File: src/rtl/m_store_buffer.sv
// rtl/m_store_buffer.sv - M-stage store buffer with lane formatting, load hazard check and optional coalescing
//
// Purpose: queues pipeline stores, formats them into word-aligned lane writes,
// drains them to data memory in FIFO order, and flags loads that overlap a
// pending store word.
//
// Optional feature macro: SB_COALESCE_EN. When defined, a store to the same word as
// the tail entry is merged into it, provided the tail is not the head.
//
// Ports:
//   clk, reset_n        clock, asynchronous active-low reset
//   st_valid/st_ready   store request handshake from the M stage
//   BEOp, Addr, rt_data store width (00 none, 01 word, 10 half, 11 byte), byte address, data
//   ld_valid, ld_addr   load hazard probe; ld_stall is the combinational result
//   m_data_*            head entry presented to data memory (valid/ready handshake)
//   st_misalign         one-cycle pulse after a rejected misaligned store
//   sb_count            current occupancy
module m_store_buffer #(
    parameter int DEPTH = 4
) (
    input  logic                       clk,
    input  logic                       reset_n,
    input  logic                       st_valid,
    output logic                       st_ready,
    input  logic [1:0]                 BEOp,
    input  logic [31:0]                Addr,
    input  logic [31:0]                rt_data,
    input  logic                       ld_valid,
    input  logic [31:0]                ld_addr,
    output logic                       ld_stall,
    output logic                       m_data_valid,
    input  logic                       m_data_ready,
    output logic [31:0]                m_data_addr,
    output logic [3:0]                 m_data_byteen,
    output logic [31:0]                m_data_wdata,
    output logic                       st_misalign,
    output logic [$clog2(DEPTH):0]     sb_count
);

    localparam int PW = $clog2(DEPTH);
    localparam int CW = PW + 1;

    logic [29:0]   ent_waddr  [DEPTH];
    logic [3:0]    ent_byteen [DEPTH];
    logic [31:0]   ent_wdata  [DEPTH];
    logic [PW-1:0] rd_ptr;
    logic [PW-1:0] wr_ptr;
    logic [CW-1:0] count;
    logic          misalign_q;

    logic          is_word;
    logic          is_half;
    logic          misaligned;
    logic          st_req;
    logic          push;
    logic          pop;
    logic          merge;
    logic          alloc;
    logic [PW-1:0] tail_ptr;
    logic [3:0]    new_byteen;
    logic [31:0]   new_wdata;
    logic [31:0]   new_mask;
    logic          hit;
    logic          unused_ld_low;

    assign unused_ld_low = ^ld_addr[1:0];

    assign is_word    = (BEOp == 2'b01);
    assign is_half    = (BEOp == 2'b10);
    assign misaligned = (is_word && (Addr[1:0] != 2'b00)) || (is_half && Addr[0]);
    assign st_req     = st_valid && st_ready && (BEOp != 2'b00);
    assign push       = st_req && !misaligned;

    assign st_ready     = (count < CW'(DEPTH));
    assign m_data_valid = (count != '0);
    assign pop          = m_data_valid && m_data_ready;
    assign tail_ptr     = wr_ptr - 1'b1;

    // The count>=2 condition keeps the tail distinct from the head, so the
    // entry currently presented to memory is never modified.
`ifdef SB_COALESCE_EN
    assign merge = push && (count >= CW'(2)) && (ent_waddr[tail_ptr] == Addr[31:2]);
`else
    assign merge = 1'b0;
`endif
    assign alloc = push && !merge;

    // Lane formatting: data lands in the byte lanes selected by the address,
    // unselected lanes are zero.
    always_comb begin
        new_byteen = 4'b0000;
        new_wdata  = 32'h0;
        case (BEOp)
            2'b01: begin
                new_byteen = 4'b1111;
                new_wdata  = rt_data;
            end
            2'b10: begin
                if (Addr[1]) begin
                    new_byteen = 4'b1100;
                    new_wdata  = {rt_data[15:0], 16'h0};
                end else begin
                    new_byteen = 4'b0011;
                    new_wdata  = {16'h0, rt_data[15:0]};
                end
            end
            2'b11: begin
                new_byteen = 4'b0001 << Addr[1:0];
                new_wdata  = {24'h0, rt_data[7:0]} << {Addr[1:0], 3'b000};
            end
            default: begin
                new_byteen = 4'b0000;
                new_wdata  = 32'h0;
            end
        endcase
    end

    assign new_mask = {{8{new_byteen[3]}}, {8{new_byteen[2]}},
                       {8{new_byteen[1]}}, {8{new_byteen[0]}}};

    // An entry is occupied when its distance from the head is below the count;
    // the head counts even while it is being popped this cycle.
    always_comb begin
        logic [PW-1:0] off;
        hit = 1'b0;
        off = '0;
        for (int i = 0; i < DEPTH; i++) begin
            off = PW'(i) - rd_ptr;
            if ((CW'(off) < count) && (ent_waddr[i] == ld_addr[31:2])) begin
                hit = 1'b1;
            end
        end
    end

    assign ld_stall = ld_valid && hit;

    always_ff @(posedge clk or negedge reset_n) begin
        if (!reset_n) begin
            rd_ptr     <= '0;
            wr_ptr     <= '0;
            count      <= '0;
            misalign_q <= 1'b0;
            for (int i = 0; i < DEPTH; i++) begin
                ent_waddr[i]  <= '0;
                ent_byteen[i] <= '0;
                ent_wdata[i]  <= '0;
            end
        end else begin
            misalign_q <= st_req && misaligned;
            if (alloc) begin
                ent_waddr[wr_ptr]  <= Addr[31:2];
                ent_byteen[wr_ptr] <= new_byteen;
                ent_wdata[wr_ptr]  <= new_wdata;
                wr_ptr             <= wr_ptr + 1'b1;
            end
            if (merge) begin
                ent_byteen[tail_ptr] <= ent_byteen[tail_ptr] | new_byteen;
                ent_wdata[tail_ptr]  <= (ent_wdata[tail_ptr] & ~new_mask) | new_wdata;
            end
            if (pop) begin
                rd_ptr <= rd_ptr + 1'b1;
            end
            case ({alloc, pop})
                2'b10:   count <= count + 1'b1;
                2'b01:   count <= count - 1'b1;
                default: count <= count;
            endcase
        end
    end

    assign m_data_addr   = {ent_waddr[rd_ptr], 2'b00};
    assign m_data_byteen = ent_byteen[rd_ptr];
    assign m_data_wdata  = ent_wdata[rd_ptr];
    assign st_misalign   = misalign_q;
    assign sb_count      = count;

endmodule

File: config.mk
export PLATFORM = sky130hd
export DESIGN_NAME = m_store_buffer
export DESIGN_NICKNAME = d
export VERILOG_FILES = /design/src/rtl/m_store_buffer.sv
export SDC_FILE = /design/constraint.sdc
export NUM_CORES = 1
export LEC_CHECK = 0
export BUFFER_PORTS_ARGS = -buffer_cell sky130_fd_sc_hd__buf_2
export CAP_MARGIN = 20
export CORE_MARGIN = 2
export CORE_UTILIZATION = 58
export DETAILED_ROUTE_END_ITERATION = 8
export PLACE_DENSITY = 0.8
export SLEW_MARGIN = 10
export SYNTH_ARGS = -nofsm -noshare
export SYNTH_HDL_FRONTEND = slang
export SYNTH_SLANG_ARGS = --single-unit
File: constraint.sdc
create_clock -name clk -period 2.7 [get_ports clk]
set_input_delay 0.405 -clock clk [delete_from_list [all_inputs] [get_ports clk]]
set_output_delay 0.405 -clock clk [all_outputs]
set_load 0.05 [all_outputs]
* After elaboration in Yosys (flattened, before gate mapping)
Cells that the tools add are included. Widths: inputs -> output; s select.
Storage, ports and cells: flip-flop bits (word level) 272, input bits 103, output and inout port bits 75
Operators by class: equal/unequal tests 9, bitwise logic cells 2, add/sub/neg operators 8, mux-type cells 27, magnitude comparators 8, reductions and logical operators 19, shift-type cells 2
Operator list (count):
- $bwmux 128 | 1
- $mux 32 | 4
- $bwmux 120 | 1
- $eq 30x30->1 | 4
- $pmux 32 s3 | 1
- $mux 30 | 3
- $bmux 32 s2 | 1
- $demux 32 s2 | 1
- $bmux 30 s2 | 1
- $demux 30 s2 | 1
- $shl 8x5->32 | 1
- $bwmux 16 | 1
- $mux 4 | 4
- $logic_and 1x1->1 | 13
- $lt 2x3->1 | 4
- $pmux 4 s3 | 1
- $bmux 4 s2 | 1
- $demux 4 s2 | 1
- $eq 2x2->1 const B | 3
- $ge 3x3->1 const B | 2
- $not 2->3 | 2
- $pmux 3 s2 | 1
- $reduce_bool 2->1 | 3
- $add 2x1->2 const B | 2
- 12 further kinds | 18

* Depth between registers and ports, before layout
Gate-level depths: netlist of the first run.
word-level depth 8, mapped depth 11, gate-level depth less buffers 10

* Least setup slack after synthesis of the first run
Ideal clock, no wire load.
path kind register to register, start point reg count[2], in the netlist sb_count[2], end point reg count[2], in the netlist sb_count[2], stages on the path, launching flop included 10, data arrival time 3.184 ns, path slack -0.574 ns, required time 2.610 ns, cells stage by stage dfrtp_1 clkinv_1 nand3_1 and2_1 ha_1 inv_1 fa_1 xor2_1 nor2_1 xnor2_1
Between the ends: word-level cells in the longest chain between the ends 6
Ends and longest elaborated chain:
- start, declared | line 48 | logic [CW-1:0] count;
- start signal, assigned | line 164 | 2'b10: count <= count + 1'b1;
- start signal, assigned | line 165 | 2'b01: count <= count - 1'b1;
- start signal, assigned | line 166 | default: count <= count;
- $lt 3x3->1 (*) | line 74 | assign st_ready = (count < CW'(DEPTH));
- net st_ready | line 24 | output logic st_ready,
- $logic_and 1x1->1 (*) (2 in a row) | line 71 | assign st_req = st_valid && st_ready && (BEOp != 2'b00);
- $logic_and 1x1->1 (*) | line 72 | assign push = st_req && !misaligned;
- $eq 2x1->1 or $eq 2x2->1 (tied branches) | line 163 | case ({alloc, pop})
- $pmux 3 s2 or $reduce_bool 2->1 (tied branches)
The timed path passes the listed nets; every way through them passes the cells marked *. A chain may end at the register's enable or synchronous reset.

* Worst setup path after layout of the first run
start point reg rd_ptr[0], end point out ld_stall
Between the ends: word-level cells in the longest chain between the ends 8
Ends and longest elaborated chain:
- start, declared | line 46 | logic [PW-1:0] rd_ptr;
- start signal, assigned | line 161 | rd_ptr <= rd_ptr + 1'b1;
- $sub 1x2->2 | line 128 | off = PW'(i) - rd_ptr;
- $lt 2x3->1 | line 129 | if ((CW'(off) < count) && (ent_waddr[i] == ld_addr[31:2])) begin
- $logic_and 1x1->1 | line 129
- $mux 1 (3 in a row) | line 129
- $mux 1 (*) | line 129
- $logic_and 1x1->1 (*) | line 135 | assign ld_stall = ld_valid && hit;
- end, declared | line 30 | output logic ld_stall,
Mark *: on every way between the ends. The rest lies on a longest branch, timed or not.

==> impl_metrics.py, run 1 <==
metrics = {
    "run_status": {
        "status": "finished, violations left",
        "failing_checks": "negative setup slack",
    },
    "clock_network": {
        "tritoncts.num_buffers": 28,
        "cts_max_level": 1,
        "longest_clk_path_bufs": 3,
        "clk_transition_reported_paths_ns": 0.06,
        "clock_insertion_delay_worst_skew_ns": 0.54,
        "tritoncts": "yes",
        "tritoncts_num_sinks": 272,
        "cts_root_buf": "sky130_fd_sc_hd__clkbuf_16",
    },
    "place": {
        "dp_worst_setup_slack_ns": 0.1009,
        "port_buffers": 173,
        "detailed_place_hpwl_mm": 23.65,
        "gp_congestion": 0.9049,
        "numPlacedInstances": 1408,
    },
    "die": {
        "io_pins": 178,
        "floorplan.initialDensity_pct": 59.11,
        "die_area_sq_mm": 0.02525,
        "dieHeight_um": 158.9,
        "placeableCoreArea_sq_mm": 0.02354,
        "placementRows": 56,
        "fp.dieW_um": 158.9,
    },
    "grt": {
        "grt_start_max_net_pins": 96,
        "globalRouteOverflowTotal": 0,
        "grt.total_usage_pct": 27.92,
        "grt_first_pass_wirelength_mm": 54.68,
        "number_of_global_route_vias_before_repair": 9419,
        "antenna_found_initial": 4,
    },
    "route": {
        "drt.antenna.violating_nets": 0,
        "vias_per_cell": 6.037,
        "routedWlPerCell_um": 23.72,
        "drt_drc_violations_left": 0,
        "drtIter0Drc": 607,
        "vias": 8838,
        "drt_wl_total_mm": 34.73,
        "drt_first_pass_iters": 7,
    },
    "worst_setup_path": {
        "critical_path.endpoint_type": "output pin",
        "cp_max_fo": 15,
        "critical_path.cell_chain": "buf_12, inv_1, a21oi_4, a2111oi_2, or4_4, buf_8",
        "worst-setup-path-type": "reg -> out",
        "worst_path_max_delay_cell": "sky130_fd_sc_hd__or4_4",
        "startpoint_type": "register",
        "critPathBufInv": 3,
        "critical_path_required_ns": 2.30,
        "critical-path-max-stage-delay_ns": 0.57,
        "critPathTopFamily": "simple AND/OR/NAND/NOR gates",
        "critPathArrivalTime_ns": 2.45,
    },
    "logic_synthesis": {
        "share_of_the_synthesized_area_in_the_top_cell_type_pct": 48.91,
        "synth_edf_count": 0,
        "postSynthRegisterBits": 272,
        "synth_warnings": 0,
        "synth_cells": 933,
        "largest_cells_by_area_after_synthesis": "sky130_fd_sc_hd__dfrtp_1 49%, sky130_fd_sc_hd__mux2_1 13%, sky130_fd_sc_hd__mux4_2 11%",
        "ys_dominant_reg_cell": "sky130_fd_sc_hd__dfrtp_1",
        "syn-cell-area_sq_mm": 0.01392,
        "synth_area_leader_cell": "sky130_fd_sc_hd__dfrtp_1",
        "synthArstFlopShare_pct": 100.0,
        "synth_area_per_cell_sq_um": 14.92,
        "number_of_distinct_library_cells_after_synthesis": 40,
        "synth_sequential_area_ratio_pct": 48.91,
    },
    "hold_path": {
        "hold_path_class": "in -> reg",
    },
    "sta": {
        "slew_viol_final": 0,
        "timing.final.crit_period_ns": 2.852,
        "period_share_pct": 105.6,
        "report.final.setup_viol": 1,
        "report.final.hold_viol_count": 0,
        "grt_setup_unrepaired": "yes",
        "slew_at_the_pin_with_the_worst_max_slew_slack_ns": 1.144,
        "slew-limit-headroom_pct": 23.61,
        "achievable-frequency_mhz": 350.6,
        "setup_slack_ns": -0.1522,
        "clk_skew_ns": 0.009091,
    },
    "finish": {
        "layoutNonFillerInstCount": 1464,
        "area_growth_pct": 17.34,
        "final_layout_size_suffix_gt1_share_pct": 39.46,
        "fillers": 1604,
        "design.final.nets": 1235,
    },
    "pwr": {
        "power_density_mw_per_mm2": 1322,
        "total_leakage_power_nw": 7.659,
        "power.ir.vdd_worst_mv": 0.9149,
    },
    "job": {
        "max_cap_viol_count": 0,
    },
}
synth_stat cells, types with 10 or more instances:
master and n:
sky130_fd_sc_hd__dfrtp_1 272, sky130_fd_sc_hd__buf_12 12, sky130_fd_sc_hd__clkbuf_1 10, sky130_fd_sc_hd__nand2_1 17, sky130_fd_sc_hd__buf_4 10, sky130_fd_sc_hd__mux2_2 104
sky130_fd_sc_hd__inv_1 11, sky130_fd_sc_hd__mux4_2 66, sky130_fd_sc_hd__xor2_1 113, sky130_fd_sc_hd__a22o_1 16, sky130_fd_sc_hd__xnor2_1 14, sky130_fd_sc_hd__nor4_1 24
sky130_fd_sc_hd__mux2_1 160
final cells by class:
| cell class | instances | area [sq um] | share of cell area, % |
|---|---|---|---|
| repair buffers | 207 | 1401 | 8.582 |
| flip-flops and latches | 272 | 6815 | 41.74 |
| well taps | 319 | 399.1 | 2.444 |
| inverters | 12 | 46.29 | 0.2835 |
| clock inverters | 11 | 155.1 | 0.9502 |
| diodes | 2 | 5.005 | 0.03065 |
| clock buffers | 40 | 817.0 | 5.004 |
| multi-input cells | 601 | 6689 | 40.97 |
worst paths after layout:
check | startpoint | endpoint | slack (ns) | cells after the start
max in group asynchronous | reset_n | ent_wdata[118] | 1.42 | 3
worst min-delay path | Addr[19] | ent_waddr[47] | 0.12 | 2
min in group asynchronous | reset_n | ent_waddr[76] | 0.48 | 2
worst max-delay path | rd_ptr[0] | ld_stall | -0.15 | 6
worst min register to register | ent_byteen[4] | ent_byteen[4] | 0.48 | 1
worst max register to register | sb_count[2] | sb_count[2] | 0.48 | 9
cell usage in the layout (no fill, tap or decap), types with 3 or more instances in the layout:
cell type / instances
sky130_fd_sc_hd__a2111oi_2: 3
sky130_fd_sc_hd__a21oi_1: 7
sky130_fd_sc_hd__a22o_1: 16
sky130_fd_sc_hd__a22oi_1: 6
sky130_fd_sc_hd__and2_1: 9
sky130_fd_sc_hd__and2_4: 4
sky130_fd_sc_hd__buf_12: 16
sky130_fd_sc_hd__buf_2: 171
sky130_fd_sc_hd__buf_4: 14
sky130_fd_sc_hd__bufinv_16: 4
sky130_fd_sc_hd__clkbuf_1: 6
sky130_fd_sc_hd__clkbuf_16: 30
sky130_fd_sc_hd__clkbuf_8: 5
sky130_fd_sc_hd__clkinv_2: 8
sky130_fd_sc_hd__dfrtp_1: 269
sky130_fd_sc_hd__ha_1: 8
sky130_fd_sc_hd__inv_1: 10
sky130_fd_sc_hd__mux2_1: 160
sky130_fd_sc_hd__mux2_2: 104
sky130_fd_sc_hd__mux4_2: 66
sky130_fd_sc_hd__nand2_1: 17
sky130_fd_sc_hd__nand2b_1: 4
sky130_fd_sc_hd__nand3_1: 4
sky130_fd_sc_hd__nand4_1: 8
sky130_fd_sc_hd__nor2_1: 8
sky130_fd_sc_hd__nor3_1: 4
sky130_fd_sc_hd__nor4_1: 18
sky130_fd_sc_hd__nor4_2: 6
sky130_fd_sc_hd__o21ai_0: 3
sky130_fd_sc_hd__xnor2_1: 13
sky130_fd_sc_hd__xor2_1: 112
through the flow:
| step | power [mW] | hold WS [ns] | TNS [ns] | cell area (sq um) | util [%] |
|---|---|---|---|---|---|
| 3_3_place_gp | 16.80 | 0.4611 | 0 | 15090 | 64.10 |
| 5_1_grt | 22.54 | 0.1252 | -0.2044 | 16330 | 69.35 |
| 2_1_floorplan | 14.49 | 0.1094 | -0.06064 | 13930 | - |
| 4_1_cts | 21.49 | 0.1051 | -0.1028 | 16250 | 69.01 |
| 6_report | 21.59 | 0.1203 | -0.1522 | 16330 | 69.36 |
| 3_5_place_dp | 17.07 | 0.4686 | 0 | 15090 | 64.10 |
kinds of logic after synthesis:
family | synth area share (%)
buffers and inverters | 4.037
adders and majority gates | 0.9531
xor gates and xnor gates | 7.993
and+or+nand+nor | 3.641
other | 0.02695
muxes | 32.12
AOI/OAI and AO/OA | 2.320
DFF | 48.91
sequential cells by signal, summed over array words and instances, names as in the netlist:
register and flops:
wr_ptr 2, rd_ptr 2, sb_count 3, st_misalign 1, ent_wdata 128, ent_waddr 120
ent_byteen 16
where the power goes:
group,switching [mW],leakage [nW],internal [mW]
clock network,1.57,0.484,2.47
registers,1.33,3.48,5.87
logic,6.26,3.70,4.08
total,9.16,7.66,12.4
per-layer routing:
metal / up-vias / global-route usage [%] / wire, um
li1: 3820 / - / -
met1: 4629 / 38.36 / 14450
met2: 307 / 45.49 / 17010
met3: 76 / 5.146 / 2147
met4: 6 / 9.132 / 1093
met5: - / 0 / 28
repair_timing:
action / CTS / global route
gates cloned: 1 / 1
pin swaps: 8 / 6
endpoints found under the hold margin: 85 / 0
endpoints found under the setup margin: 67 / 29
gates resized for setup: 33 / 8
hold buffers: 1 / 0
setup buffers: 0 / 0
worst register-to-register path, delay by kind of cell, from the launching register on:
| kind | cells | cell delay [ns] |
|---|---|---|
| buffers and inverters | 2 | 0.31 |
| DFF | 1 | 0.49 |
| and+or+nand+nor | 3 | 0.48 |
| adders and majority gates | 2 | 0.59 |
| xor gates and xnor gates | 2 | 0.28 |
Note: power is estimated with default switching activity, not from simulation.
==> run 2: changes to the inputs <==
--- a/config.mk
+++ b/config.mk
@@ -5,12 +5,13 @@
 export SDC_FILE = /design/constraint.sdc
 export NUM_CORES = 1
 export LEC_CHECK = 0
-export BUFFER_PORTS_ARGS = -buffer_cell sky130_fd_sc_hd__buf_2
 export CAP_MARGIN = 20
 export CORE_MARGIN = 2
-export CORE_UTILIZATION = 58
+export CORE_UTILIZATION = 64
 export DETAILED_ROUTE_END_ITERATION = 8
+export DONT_BUFFER_PORTS = 1
 export PLACE_DENSITY = 0.8
+export RECOVER_POWER = 25
 export SLEW_MARGIN = 10
 export SYNTH_ARGS = -nofsm -noshare
 export SYNTH_HDL_FRONTEND = slang
==> run 2 against run 1 <==
  * The run ends with negative hold slack, negative setup slack left
  * Combinational power shrank 9%
  * Clock skew fell by 0.0019 ns
  * Global-route usage is 1.6 points higher
  * Flip-flop and latch count unchanged
  * Routed wire length shrank 4.0%
  * Sequential share of layout area grew 2.2 points
  * Critical path depth decreased by 1
  * Register-to-register slack better by 0.07 ns
  * Cell count fell by 13%
  * Sequential power fell by 0.6%
  * Cell area decreased by 5.0%
  * Clock power fell by 4%
  * Largest cell class unchanged
==> impl_metrics.py, run 2 (synthesized netlist as in run 1, its figures left out) <==
metrics = {
    "pwr": {
        "totalPowerFinal_mw": 20.41,
        "power_density_mw_per_mm2": 1316,
        "seq_power_share_pct": 35.1,
        "power.ir.vdd_worst_mv": 0.6882,
        "netSwitchingFraction_pct": 43.15,
        "total_switching_power_mw": 8.806,
        "internal_power_mw": 11.60,
        "total_leakage_power_nw": 6.970,
        "clockPowerShare_pct": 19.0,
        "comb_power_share_pct": 45.9,
    },
    "route": {
        "drtIter0Drc": 454,
        "drt.antenna.violating_nets": 0,
        "vias": 8203,
        "vias_per_cell": 6.429,
        "drt_wl_total_mm": 33.33,
        "drt_drc_violations_left": 0,
        "drt_first_pass_iters": 5,
        "routedWlPerCell_um": 26.12,
    },
    "finish": {
        "layout.cell_area.non_filler_sq_mm": 0.01551,
        "area_growth_pct": 11.48,
        "final_layout_size_suffix_gt1_share_pct": 27.17,
        "largest_registers": "ent_wdata (128), ent_waddr (120), ent_byteen (16)",
        "diodes": 0,
        "most_flops_register": "ent_wdata",
        "largest_register_ffs": 128,
        "most_common_cell_after_layout_fill_and_taps_aside": "sky130_fd_sc_hd__dfrtp_1",
        "design.final.nets": 1091,
        "mostFrequentLayoutCells": "270 x sky130_fd_sc_hd__dfrtp_1, 160 x sky130_fd_sc_hd__mux2_1, 113 x sky130_fd_sc_hd__xor2_1, 104 x sky130_fd_sc_hd__mux2_2, 66 x sky130_fd_sc_hd__mux4_2",
    },
    "hold_path": {
        "hold_path_class": "in -> async",
    },
    "die": {
        "io_pins": 178,
        "placementRows": 53,
        "dieHeight_um": 151.5,
        "placeableCoreArea_sq_mm": 0.02115,
        "fp.dieW_um": 151.5,
        "die_area_sq_mm": 0.02294,
        "floorplan.initialDensity_pct": 65.78,
    },
    "job": {
        "max_cap_viol_count": 0,
    },
    "clock_network": {
        "clock_insertion_delay_worst_skew_ns": 0.56,
        "cts_root_buf": "sky130_fd_sc_hd__clkbuf_16",
        "tritoncts_num_sinks": 272,
        "tritoncts.num_buffers": 29,
        "tritoncts": "yes",
        "longest_clk_path_bufs": 3,
        "cts_max_level": 1,
        "count_of_hold_fix_buffers_inserted_at_cts": 31,
        "clk_transition_reported_paths_ns": 0.06,
    },
    "worst_setup_path": {
        "critical_path_required_ns": 2.30,
        "cp_max_fo": 3,
        "critPathArrivalTime_ns": 2.49,
        "crit_path_start": "ent_waddr[32]",
        "r2r-start": "sb_count[2]",
        "regToRegEndpoint": "sb_count[2]",
        "startpoint_type": "register",
        "worst-setup-path-type": "reg -> out",
        "reg2reg_setup_slack_ns": 0.55,
        "critical_path.endpoint_type": "output pin",
        "termination_of_the_worst_setup_path": "ld_stall",
        "worstRegToRegCells": 9,
    },
    "place": {
        "detailed_place_hpwl_mm": 22.42,
        "gp_congestion": 0.9538,
        "dp_worst_setup_slack_ns": 0.2444,
        "port_buffers": 0,
        "placement.cell_area_sq_mm": 0.01407,
    },
    "sta": {
        "slew_at_the_pin_with_the_worst_max_slew_slack_ns": 0.9748,
        "hold-worst-slack_ns": -0.4557,
        "achievable-frequency_mhz": 345.9,
        "period_share_pct": 107.1,
        "timing.setup.tns_ns": -0.1910,
        "slew_viol_final": 0,
        "grt_setup_unrepaired": "yes",
        "report.final.setup_viol": 1,
        "timing.final.crit_period_ns": 2.891,
        "clk_skew_ns": 0.007192,
        "setup_slack_ns": -0.1910,
        "slew-limit-headroom_pct": 34.88,
        "report.final.hold_viol_count": 272,
    },
    "grt": {
        "grt_first_pass_wirelength_mm": 50.50,
        "grt.total_usage_pct": 29.49,
        "antenna_found_initial": 0,
        "grt_start_max_net_pins": 273,
        "number_of_global_route_vias_before_repair": 8503,
        "globalRouteOverflowTotal": 0,
    },
    "run_status": {
        "status": "finished, violations left",
        "failing_checks": "negative hold slack, negative setup slack",
    },
}
==> run 2: layer usage <==
layer  global-route usage, %  vias up  share of wire [%]
li1                        -     3524                  -
met1                   43.67     4330                 43
met2                   44.19      292                 46
met3                   8.383       57                9.1
met4                   6.168        0                2.1
met5                       0        -                  0
==> run 2: power groups by stage <==
stage	Clock (mW)	Sequential (mW)	Combinational, mW
6_report	3.87	7.16	9.37
5_1_grt	4.12	7.39	9.84
4_1_cts	3.94	7.14	9.22
3_5_place_dp	0	7.18	9.00
3_3_place_gp	0	7.06	8.86
2_1_floorplan	0	6.85	7.64
==> run 2: what timing repair did <==
action	in CTS	in global routing
setup buffers	0	5
pin swaps	5	13
gates resized for setup	18	12
setup endpoints to repair	57	1
endpoints found under the hold margin	393	272
==> run 2: final cells by class <==
cell class,instances,area [sq um]
Sequential cell,272,6814
Multi-Input combinational cell,601,6688
Fill cell,1393,5640
Clock buffer,50,904.6
Timing Repair Buffer,62,681.9
Tap cell,275,344.1
Inverter,12,46.29
Clock inverter,4,35.03
==> run 2: worst min-delay path by stage <==
stage                       start              to  slack, ns  cells past startpoint
after global routing      reset_n   ent_waddr[43]      -0.47                      0
after detailed placement  reset_n  ent_waddr[117]       0.12                      0
after CTS                 reset_n  ent_waddr[117]      -0.47                      0
final                     reset_n  ent_waddr[117]      -0.46                      0
after global placement    reset_n   ent_waddr[27]       0.12                      0
after floorplan           reset_n   ent_byteen[0]       0.11                      0
==> run 2: worst max-delay path: stages (launching register included) <==
cell	delay (ns)
sky130_fd_sc_hd__dfrtp_1	0.40
sky130_fd_sc_hd__xor2_1	0.18
sky130_fd_sc_hd__nor4_2	0.45
sky130_fd_sc_hd__nand4_1	0.24
sky130_fd_sc_hd__a2111oi_2	0.35
sky130_fd_sc_hd__or4_4	0.30
==> run 2: through the flow <==
step / utilization [%] / std cells
2_1_floorplan: - / 934
3_3_place_gp: 66.52 / 1186
3_5_place_dp: 66.52 / 1186
4_1_cts: 72.82 / 1271
5_1_grt: 73.34 / 1276
6_report: 73.34 / 1276
==> run 3: changes to the inputs <==
--- a/config.mk
+++ b/config.mk
@@ -5,6 +5,7 @@
 export SDC_FILE = /design/constraint.sdc
 export NUM_CORES = 1
 export LEC_CHECK = 0
+export ABC_AREA = 1
 export CAP_MARGIN = 20
 export CORE_MARGIN = 2
 export CORE_UTILIZATION = 64
==> run 3 against run 2 <==
  * The flow still finishes with violations (negative hold slack, negative setup slack)
  * Total power is 17% higher
  * Core utilization rose by 3.7 points
  * Clock skew is 0.0076 ns higher
  * Global-route usage up 4.2 points
  * Maximum frequency about the same
  * Clock power rose by 5.7%
  * Cell area grew 5.1%
  * Critical path type unchanged
  * Critical endpoint unchanged
==> impl_metrics.py, run 3 <==
metrics = {
    "clock_network": {
        "cts_max_level": 1,
        "clock_insertion_delay_worst_skew_ns": 0.55,
        "longest_clk_path_bufs": 3,
        "clk_transition_reported_paths_ns": 0.06,
        "tritoncts": "yes",
        "cts_root_buf": "sky130_fd_sc_hd__clkbuf_16",
        "tritoncts.num_buffers": 28,
        "tritoncts_num_sinks": 272,
    },
    "route": {
        "drt.antenna.violating_nets": 0,
        "routedWlPerCell_um": 19.76,
        "drt_first_pass_iters": 6,
        "vias": 12174,
        "drt_wl_total_mm": 39.74,
        "drtIter0Drc": 1212,
        "vias_per_cell": 6.054,
        "drt_drc_violations_left": 0,
    },
    "sta": {
        "clk_skew_ns": 0.01483,
        "timing.final.crit_period_ns": 2.890,
        "hold-worst-slack_ns": -0.4315,
        "period_share_pct": 107.0,
        "slew_viol_final": 0,
        "slew-limit-headroom_pct": 45.92,
        "setup_slack_ns": -0.1896,
        "slew_at_the_pin_with_the_worst_max_slew_slack_ns": 0.8027,
        "timing.setup.tns_ns": -3.053,
        "report.final.hold_viol_count": 272,
        "achievable-frequency_mhz": 346.1,
        "report.final.setup_viol": 52,
        "grt_setup_unrepaired": "yes",
    },
    "logic_synthesis": {
        "synth_area_leader_cell": "sky130_fd_sc_hd__dfrtp_1",
        "synth_sequential_area_ratio_pct": 49.19,
        "synth_commonest_cells": "492 x sky130_fd_sc_hd__nand2_1, 272 x sky130_fd_sc_hd__dfrtp_1, 148 x sky130_fd_sc_hd__inv_1",
        "synthArstFlopShare_pct": 100.0,
        "post-synth-top-count-cell": "sky130_fd_sc_hd__nand2_1",
        "synth_warnings": 0,
        "largest_cells_by_area_after_synthesis": "sky130_fd_sc_hd__dfrtp_1 49%, sky130_fd_sc_hd__nand2_1 13%, sky130_fd_sc_hd__o21ai_1 5.2%",
        "postSynthRegisterBits": 272,
        "ys_dominant_reg_cell": "sky130_fd_sc_hd__dfrtp_1",
        "share_of_the_synthesized_area_in_the_top_cell_type_pct": 49.19,
        "number_of_distinct_library_cells_after_synthesis": 39,
        "syn-cell-area_sq_mm": 0.01384,
        "synth_cells": 1679,
        "synth_edf_count": 0,
        "synth_area_per_cell_sq_um": 8.241,
    },
    "grt": {
        "grt_start_max_net_pins": 273,
        "globalRouteOverflowTotal": 0,
        "grt.total_usage_pct": 33.66,
        "number_of_global_route_vias_before_repair": 12073,
        "grt_first_pass_wirelength_mm": 60.14,
        "antenna_found_initial": 1,
    },
    "worst_setup_path": {
        "worst_path_max_delay_cell": "sky130_fd_sc_hd__dfrtp_1",
        "critical-path-max-stage-delay_ns": 0.41,
        "critical_path.cell_chain": "clkinvlp_4, buf_4, ha_4, nand2_2, nand2_1, nand2_1, nand3_2, nor2_2, nand3_1, nand2_1, nor2_2, nor2_2, buf_12",
        "worst-setup-path-type": "reg -> out",
        "critical_path_required_ns": 2.30,
        "reg2reg_setup_slack_ns": 0.27,
        "critPathArrivalTime_ns": 2.48,
        "critical_path.endpoint_type": "output pin",
        "startpoint_type": "register",
        "critPathBufInv": 3,
        "cp_max_fo": 6,
        "critPathTopFamily": "simple AND/OR/NAND/NOR gates",
    },
    "finish": {
        "fillers": 1398,
        "diodes": 0,
        "most_flops_register": "ent_wdata",
        "largest_registers": "ent_wdata (128), ent_waddr (120), ent_byteen (16)",
        "most_common_cell_after_layout_fill_and_taps_aside": "sky130_fd_sc_hd__nand2_1",
        "mostFrequentLayoutCells": "490 x sky130_fd_sc_hd__nand2_1, 270 x sky130_fd_sc_hd__dfrtp_1, 145 x sky130_fd_sc_hd__o21ai_1, 143 x sky130_fd_sc_hd__inv_1, 89 x sky130_fd_sc_hd__o21ai_0",
        "design.final.nets": 1830,
        "largest_register_ffs": 128,
        "final_layout_size_suffix_gt1_share_pct": 12.50,
        "area_growth_pct": 17.81,
    },
    "die": {
        "floorplan.initialDensity_pct": 65.41,
        "io_pins": 178,
        "placeableCoreArea_sq_mm": 0.02115,
        "die_area_sq_mm": 0.02281,
        "dieHeight_um": 151.0,
        "fp.dieW_um": 151.0,
        "placementRows": 53,
    },
    "place": {
        "gp_congestion": 0.8978,
        "port_buffers": 0,
        "detailed_place_hpwl_mm": 23.16,
        "dp_worst_setup_slack_ns": 0.3353,
    },
    "pwr": {
        "total_leakage_power_nw": 7.826,
        "totalPowerFinal_mw": 23.94,
        "power.ir.vdd_worst_mv": 0.9004,
        "power_density_mw_per_mm2": 1469,
    },
    "hold_path": {
        "hold_path_class": "in -> async",
    },
    "job": {
        "max_cap_viol_count": 0,
    },
    "run_status": {
        "status": "finished, violations left",
        "failing_checks": "negative hold slack, negative setup slack",
    },
}
run 3: final timing paths:
path	startpoint	to	cells after the start
setup / recovery	sb_count[1]	ld_stall	13
hold / removal	reset_n	ent_waddr[105]	0
setup reg to reg	sb_count[1]	sb_count[2]	10
hold reg to reg	ent_wdata[88]	ent_wdata[88]	2
max in group asynchronous	reset_n	ent_waddr[89]	0
min in group clk	Addr[3]	ent_waddr[91]	2
run 3: power by group:
part           total (mW)  leakage [nW]  internal (mW)  switching, mW
sequential           7.28          3.46           5.94           1.34
combinational        12.6          3.89           4.87           7.71
clock                4.09         0.474           2.50           1.59
total                23.9          7.83           13.3           10.6
run 3: kinds of logic after synthesis:
group,share of synthesized area (%)
other,0.02710
AOI/OAI and AO/OA,15.25
xor gates and xnor gates,6.836
buffers and inverters,8.193
adders and majority gates,0.9585
and+or+nand+nor,19.54
DFF,49.19
run 3: layout make-up:
type | instances | area [sq um] | share of cell area, %
Multi-Input combinational cell | 1143 | 6073 | 37.26
Sequential cell | 272 | 6809 | 41.77
Clock buffer | 43 | 838.3 | 5.142
Clock inverter | 6 | 130.1 | 0.7982
Inverter | 157 | 606.8 | 3.722
Timing Repair Buffer | 115 | 1500 | 9.203
Tap cell | 275 | 344.1 | 2.111
run 3: timing repair:
item,in CTS,in global routing
gates cloned,0,5
resized for setup,21,35
setup endpoints to repair,15,49
endpoints found under the hold margin,272,272
buffers inserted,5,15
pin swaps,18,16
run 3: stage by stage:
step                cells  utilization, %  area, sq um
floorplan            1680               -        13850
global placement     1937           70.06        14820
detailed placement   1937           70.06        14820
CTS                  1991           75.15        15900
global route         2011           77.06        16300
finish               2011           77.06        16300
run 3: layer usage:
layer  global-route usage, %  wire, um
met1                   41.86     14780
met2                   57.11     19530
met3                   7.530      3746
met4                   14.07      1664
met5                       0        11
